$ cat src/rtl/arc4_pkg.sv
// rtl/arc4_pkg.sv - shared types and constants for the RC4 key-scheduling block
package arc4_pkg;

  localparam int S_DEPTH = 256;

  typedef enum logic [2:0] {
    IDLE,
    INIT_WR,
    RD_I,
    WAIT_I,
    RD_J,
    WAIT_J,
    WR_J,
    WR_I
  } ksa_state_t;

endpackage

$ cat src/rtl/ksa_gen_if.sv
// rtl/ksa_gen_if.sv - start handshake, key and S-memory port of the key scheduler
interface ksa_gen_if #(
  parameter int KEY_BYTES = 3
);

  logic                   en;
  logic                   rdy;
  logic [8*KEY_BYTES-1:0] key;
  logic [7:0]             addr;
  logic [7:0]             rddata;
  logic [7:0]             wrdata;
  logic                   wren;

  modport master (
    input  en, key, rddata,
    output rdy, addr, wrdata, wren
  );

  modport slave (
    output en, key, rddata,
    input  rdy, addr, wrdata, wren
  );

endinterface

$ cat src/rtl/ksa_keysel.sv
// rtl/ksa_keysel.sv - captured key and the byte selected for the current i
module ksa_keysel #(
  parameter int KEY_BYTES = 3
) (
  input  logic                   clk,
  input  logic                   rst_n,
  input  logic                   load,
  input  logic                   adv,
  input  logic [8*KEY_BYTES-1:0] key,
  output logic [7:0]             key_byte
);

  localparam int IW = (KEY_BYTES > 1) ? $clog2(KEY_BYTES) : 1;

  logic [8*KEY_BYTES-1:0] key_q;
  logic [IW-1:0]          idx;

  always_ff @(posedge clk or negedge rst_n) begin
    if (!rst_n) begin
      key_q <= '0;
      idx   <= '0;
    end else if (load) begin
      key_q <= key;
      idx   <= '0;
    end else if (adv) begin
      idx <= (idx == IW'(KEY_BYTES - 1)) ? '0 : idx + 1'b1;
    end
  end

  // byte 0 is the most significant byte of the key
  always_comb begin
    key_byte = '0;
    for (int n = 0; n < KEY_BYTES; n++) begin
      if (idx == IW'(n)) key_byte = key_q[8*(KEY_BYTES-1-n) +: 8];
    end
  end

endmodule

$ cat src/rtl/ksa_gen.sv
// rtl/ksa_gen.sv - RC4 key-scheduling sequencer driving an external 256-byte S memory
module ksa_gen
  import arc4_pkg::*;
#(
  parameter int KEY_BYTES = 3,
  parameter int RD_LAT    = 1,
  parameter int DO_INIT   = 1
) (
  input  logic       clk,
  input  logic       rst_n,
  ksa_gen_if.master  bus
);

  localparam logic [1:0] WAIT_LAST = 2'(RD_LAT - 1);
  localparam logic [7:0] I_PRELAST = 8'(S_DEPTH - 2);

  ksa_state_t state;
  logic [7:0] i, j, si, sj;
  logic       i_last;
  logic [1:0] wcnt;
  logic [7:0] key_byte;
  logic [7:0] j_next;
  logic       accept;
  logic       adv;

  assign accept = (state == IDLE) && bus.en;
  assign adv    = (state == WR_I) && !i_last;
  assign j_next = j + bus.rddata + key_byte;

  ksa_keysel #(.KEY_BYTES(KEY_BYTES)) u_keysel (
    .clk      (clk),
    .rst_n    (rst_n),
    .load     (accept),
    .adv      (adv),
    .key      (bus.key),
    .key_byte (key_byte)
  );

  // outputs are registered alongside the state, so each transition sets up the next cycle's bus
  always_ff @(posedge clk or negedge rst_n) begin
    if (!rst_n) begin
      state      <= IDLE;
      bus.rdy    <= 1'b1;
      bus.wren   <= 1'b0;
      bus.addr   <= '0;
      bus.wrdata <= '0;
      i          <= '0;
      j          <= '0;
      si         <= '0;
      sj         <= '0;
      i_last     <= 1'b0;
      wcnt       <= '0;
    end else begin
      case (state)
        IDLE: begin
          if (bus.en) begin
            bus.rdy    <= 1'b0;
            bus.addr   <= '0;
            bus.wrdata <= '0;
            i          <= '0;
            j          <= '0;
            i_last     <= 1'b0;
            if (DO_INIT != 0) begin
              state    <= INIT_WR;
              bus.wren <= 1'b1;
            end else begin
              state    <= RD_I;
              bus.wren <= 1'b0;
            end
          end
        end
        INIT_WR: begin
          if (i_last) begin
            state    <= RD_I;
            i        <= '0;
            i_last   <= 1'b0;
            bus.addr <= '0;
            bus.wren <= 1'b0;
          end else begin
            i          <= i + 8'd1;
            i_last     <= (i == I_PRELAST);
            bus.addr   <= i + 8'd1;
            bus.wrdata <= i + 8'd1;
          end
        end
        RD_I: begin
          state <= WAIT_I;
          wcnt  <= '0;
        end
        WAIT_I: begin
          if (wcnt == WAIT_LAST) begin
            si       <= bus.rddata;
            j        <= j_next;
            bus.addr <= j_next;
            state    <= RD_J;
          end else begin
            wcnt <= wcnt + 2'd1;
          end
        end
        RD_J: begin
          state <= WAIT_J;
          wcnt  <= '0;
        end
        WAIT_J: begin
          if (wcnt == WAIT_LAST) begin
            sj         <= bus.rddata;
            bus.wrdata <= si;
            bus.wren   <= 1'b1;
            state      <= WR_J;
          end else begin
            wcnt <= wcnt + 2'd1;
          end
        end
        WR_J: begin
          bus.addr   <= i;
          bus.wrdata <= sj;
          state      <= WR_I;
        end
        WR_I: begin
          bus.wren <= 1'b0;
          if (i_last) begin
            state    <= IDLE;
            bus.rdy  <= 1'b1;
            bus.addr <= '0;
            i_last   <= 1'b0;
          end else begin
            i        <= i + 8'd1;
            i_last   <= (i == I_PRELAST);
            bus.addr <= i + 8'd1;
            state    <= RD_I;
          end
        end
        default: state <= IDLE;
      endcase
    end
  end

endmodule

$ cat src/flat_wrapper.sv
// flat-port wrapper written by rule: the top's interface ports become plain ports
module ksa_gen_flat import arc4_pkg::*;
#(
  parameter int KEY_BYTES = 3,
  parameter int RD_LAT    = 1,
  parameter int DO_INIT   = 1
)
  (clk, rst_n, bus_en, bus_key, bus_rddata, bus_rdy, bus_addr, bus_wrdata, bus_wren);
  ksa_gen_if #(.KEY_BYTES(KEY_BYTES)) bus_i ();
  input  logic clk;
  input  logic rst_n;
  input wire logic [$bits(bus_i.en)-1:0] bus_en;
  input wire logic [$bits(bus_i.key)-1:0] bus_key;
  input wire logic [$bits(bus_i.rddata)-1:0] bus_rddata;
  output wire logic [$bits(bus_i.rdy)-1:0] bus_rdy;
  output wire logic [$bits(bus_i.addr)-1:0] bus_addr;
  output wire logic [$bits(bus_i.wrdata)-1:0] bus_wrdata;
  output wire logic [$bits(bus_i.wren)-1:0] bus_wren;
  assign bus_i.en = bus_en;
  assign bus_i.key = bus_key;
  assign bus_i.rddata = bus_rddata;
  assign bus_rdy = bus_i.rdy;
  assign bus_addr = bus_i.addr;
  assign bus_wrdata = bus_i.wrdata;
  assign bus_wren = bus_i.wren;
  ksa_gen #(.KEY_BYTES(KEY_BYTES), .RD_LAT(RD_LAT), .DO_INIT(DO_INIT)) u_core (.clk(clk), .rst_n(rst_n), .bus(bus_i));
endmodule
$ cat config.mk
export PLATFORM = sky130hd
export DESIGN_NAME = ksa_gen_flat
export DESIGN_NICKNAME = d
export VERILOG_FILES = /design/src/rtl/arc4_pkg.sv /design/src/rtl/ksa_gen_if.sv /design/src/rtl/ksa_keysel.sv /design/src/rtl/ksa_gen.sv /design/src/flat_wrapper.sv
export SDC_FILE = /design/constraint.sdc
export NUM_CORES = 1
export LEC_CHECK = 0
export ABC_AREA = 1
export BUFFER_PORTS_ARGS = -buffer_cell sky130_fd_sc_hd__buf_2
export CAP_MARGIN = 20
export CORE_ASPECT_RATIO = 0.9
export CORE_MARGIN = 10
export CORE_UTILIZATION = 45
export CTS_BUF_LIST = sky130_fd_sc_hd__clkbuf_4 sky130_fd_sc_hd__clkbuf_8
export CTS_CLUSTER_SIZE = 16
export DETAILED_ROUTE_END_ITERATION = 10
export SYNTH_ARGS = -nofsm -noshare
export SYNTH_HDL_FRONTEND = slang
export SYNTH_SLANG_ARGS = --single-unit
$ cat constraint.sdc
create_clock -name clk -period 3.02 [get_ports clk]
set_input_delay 0.151 -clock clk [delete_from_list [all_inputs] [get_ports clk]]
set_output_delay 0.151 -clock clk [all_outputs]
set_load 0.005 [all_outputs]
==> metrics.txt <==
Clock Tree Root=clkbuf_8; die width=125 µm; Yosys reg bits=82; postcts setup bufs=0; share of layout cells above drive strength 1=18.2%; clk_lat worst skew=0.36 ns; first-pass GRT wire length=18700 µm; gp weighted congestion=0.899; CTS sink count=82; worst hold endpoint=u_core.u_keysel.key_q[5]; top post-synthesis cells by area=dfrtp_1 (46%), nand2_1 (15%), inv_1 (6.0%); Slew Viols, Final=0; crit path capture type=flop; CTS tree=yes; peak fanout along the critical path=8; Clock Skew=0.0209 ns; Peak VDD IR=521 µV; PortBufs=52; # diodes=0; Worst R2R Start=u_core.u_keysel.idx[0]; CP required=3.27 ns; syn avg cell area=8.15 µm²; Synthesis Warnings=0; synthesized cell area=4420 µm²; status=finished, final reports clean; DR iter-0 viols=219; CP Data Arrival Time=3.03 ns; largest net degree at the start of global routing=83; max frequency=360 MHz; worst r2r dst=u_core.bus.addr[7]; vias in the first global route=3811; DR pass1 iterations=7; worst-margin pin slew=0.523 ns; reg2reg path depth=16; hold depth=3; final setup violation count=0; Post-synth EDFFs=0; Core Area=9610 µm²; fraction of registers with async set/reset=100%; most common cell in the synthesized netlist=nand2_1; final WL=11000 µm; Inserted Clock Buffers=9; io pins=53; max-cap violation count=0; Initial Utilization=46.0%; RSZ-0062 raised after global routing=yes; die area=14200 µm²; PwrDens=1070 nW/µm²; Main synth FF type=dfrtp_1; Via density=5.02; Leak=2.67 nW; Via Count=3718; Clock transition at path regs=0.08 ns; CP Class=flop to flop; Final Hold Viols=0; # rows=34; Final #Nets=662; Synth Net Count=595; min cycle time layout=2.78 ns; Synth cell types=39; Avg WL per Cell=14.9 µm; H-tree levels=3; Max stage delay on crit path=0.49 ns; post-route antenna net violation count=0; Finished Layout Cells=741; initial antenna violation count=0; die height=114 µm; slew margin rel.=65.1%; CTS max path bufs=2; DRC=0; slowest stage cell, crit path=dfrtp_2; DP HPWL=8350 µm; Period Utilization, post-route=91.9%; top post-synthesis cells by count=nand2_1 (173), dfrtp_1 (81), inv_1 (71); reg-to-reg slack, setup=0.24 ns; top-area cell type share of the netlist area=45.8%; Min Hold Slack=0.00305 ns; Layout Area Growth over Synthesis=16.7%; crit-path cells=nand2_2 > nor2_1 > a221oi_2 > fa_1 > inv_1 > ha_1 > inv_1 > fa_2 > nor3_2 > nor2_1 > inv_1 > nand2_1 > nand3_1 > nand2_1 > nand2_1 > nand2_1; dpl cells=710; Worst setup SP type=flop; grt ovf=0; Seq/Total Area, Yosys=46.4%; Hold Path Origin=bus_key[5]; area leader, netlist=dfrtp_1; Mapped Cells=543; cell with the most instances on the worst path=nand2_1; gr usage total=15.9%; Hold Crit Class=primary input to flop
## flip-flops by register name, summed over array words and instances, names as in the netlist, 3 cells and up
name                   cells
u_core.j                   8
u_core.i                   8
u_core.bus.wrdata          8
u_core.sj                  8
u_core.u_keysel.key_q     24
u_core.si                  8
u_core.bus.addr            8
u_core.state               3
## logic make-up after synthesis
group / count (synthesis) / share of synthesized area, %
AOI/OAI and AO/OA: 103 / 13.7
xor gates and xnor gates: 4 / 0.792
adders and majority gates: 17 / 6.17
buffers and inverters: 93 / 8.68
DFF: 82 / 46.4
and+or+nand+nor: 244 / 24.2
## worst max-delay path by stage
| stage | to | slack [ns] | startpoint | cells after the start |
|---|---|---|---|---|
| final | u_core.bus.addr[7] | 0.24 | u_core.u_keysel.idx[0] | 16 |
| after global routing | u_core.bus.addr[7] | -0.02 | u_core.u_keysel.idx[0] | 16 |
| after CTS | u_core.bus.addr[5] | 0.07 | u_core.u_keysel.idx[0] | 14 |
| after detailed placement | u_core.bus.addr[7] | -0.002 | u_core.u_keysel.idx[1] | 17 |
| after global placement | u_core.bus.addr[7] | 0.13 | u_core.u_keysel.idx[1] | 17 |
| after floorplan | u_core.bus.addr[7] | 0.35 | u_core.u_keysel.idx[1] | 17 |
## report_power, final
| part | internal [mW] | switching, mW | total, mW |
|---|---|---|---|
| clock | 0.328 | 0.426 | 0.754 |
| combinational | 1.06 | 1.84 | 2.90 |
| sequential | 1.56 | 0.328 | 1.89 |
| total | 2.95 | 2.59 | 5.54 |
## metrics by stage
step	total power, mW	worst slack, ns	util [%]	setup TNS (ns)	instance area, µm²
floorplan	4.00	0.350	-	0	4420
global placement	4.64	0.134	49.6	0	4770
detailed placement	4.73	-0.00233	49.6	-0.00233	4770
CTS	5.52	0.0736	53.0	0	5090
global route	6.16	-0.0247	53.7	-0.0247	5160
finish	5.54	0.244	53.7	0	5160
## final cells by class
cell class	count	area [µm²]
tap	126	158
sequential	82	2060
fill	956	4450
timing repair buffer	68	438
multi-input combinational	368	2020
clock inverter	6	48.8
clock buffer	10	138
inverter	81	304
## metal layers
| layer | vias up | global-route usage [%] | routed length, µm |
|---|---|---|---|
| met3 | 10 | 3.29 | 500 |
| met1 | 1753 | 21.8 | 5400 |
| met4 | 0 | 4.73 | 122 |
| li1 | 1866 | - | - |
| met2 | 89 | 25.0 | 5020 |
| met5 | - | 0 | 0 |
## cell usage in the layout, fill, tap and decap left out, types with 2 or more instances in the layout
cell type,instances
clkbuf_8,10
nor3_1,3
o21ai_0,42
nor2_1,19
fa_1,7
nand2_2,4
o21ai_2,3
nand4_1,3
xor2_1,4
dlygate4sd3_1,14
dfrtp_1,79
clkinvlp_4,3
ha_1,9
buf_4,2
nand3_1,22
nand2_1,172
dfrtp_2,2
inv_6,2
or2_1,4
o221ai_1,2
buf_2,51
inv_2,11
nor2_2,3
nor2_4,6
o211ai_1,5
nand2_4,3
o21ai_1,23
a221oi_1,3
a21oi_1,15
a21o_1,2
inv_1,70
## worst max-delay path: cells and delay by family (launching register included)
family / cells / cell delay, ns
and+or+nand+nor: 9 / 0.78
adders and majority gates: 3 / 1.01
AOI/OAI and AO/OA: 1 / 0.19
buffers and inverters: 3 / 0.21
DFF: 1 / 0.49
## what timing repair did
item / 4_1_cts / 5_1_grt
gates resized for setup: 1 / 10
hold endpoints to repair: 13 / 81
hold buffers: 13 / 1
setup endpoints to repair: 1 / 8
Note: power is estimated with default switching activity, not from simulation.
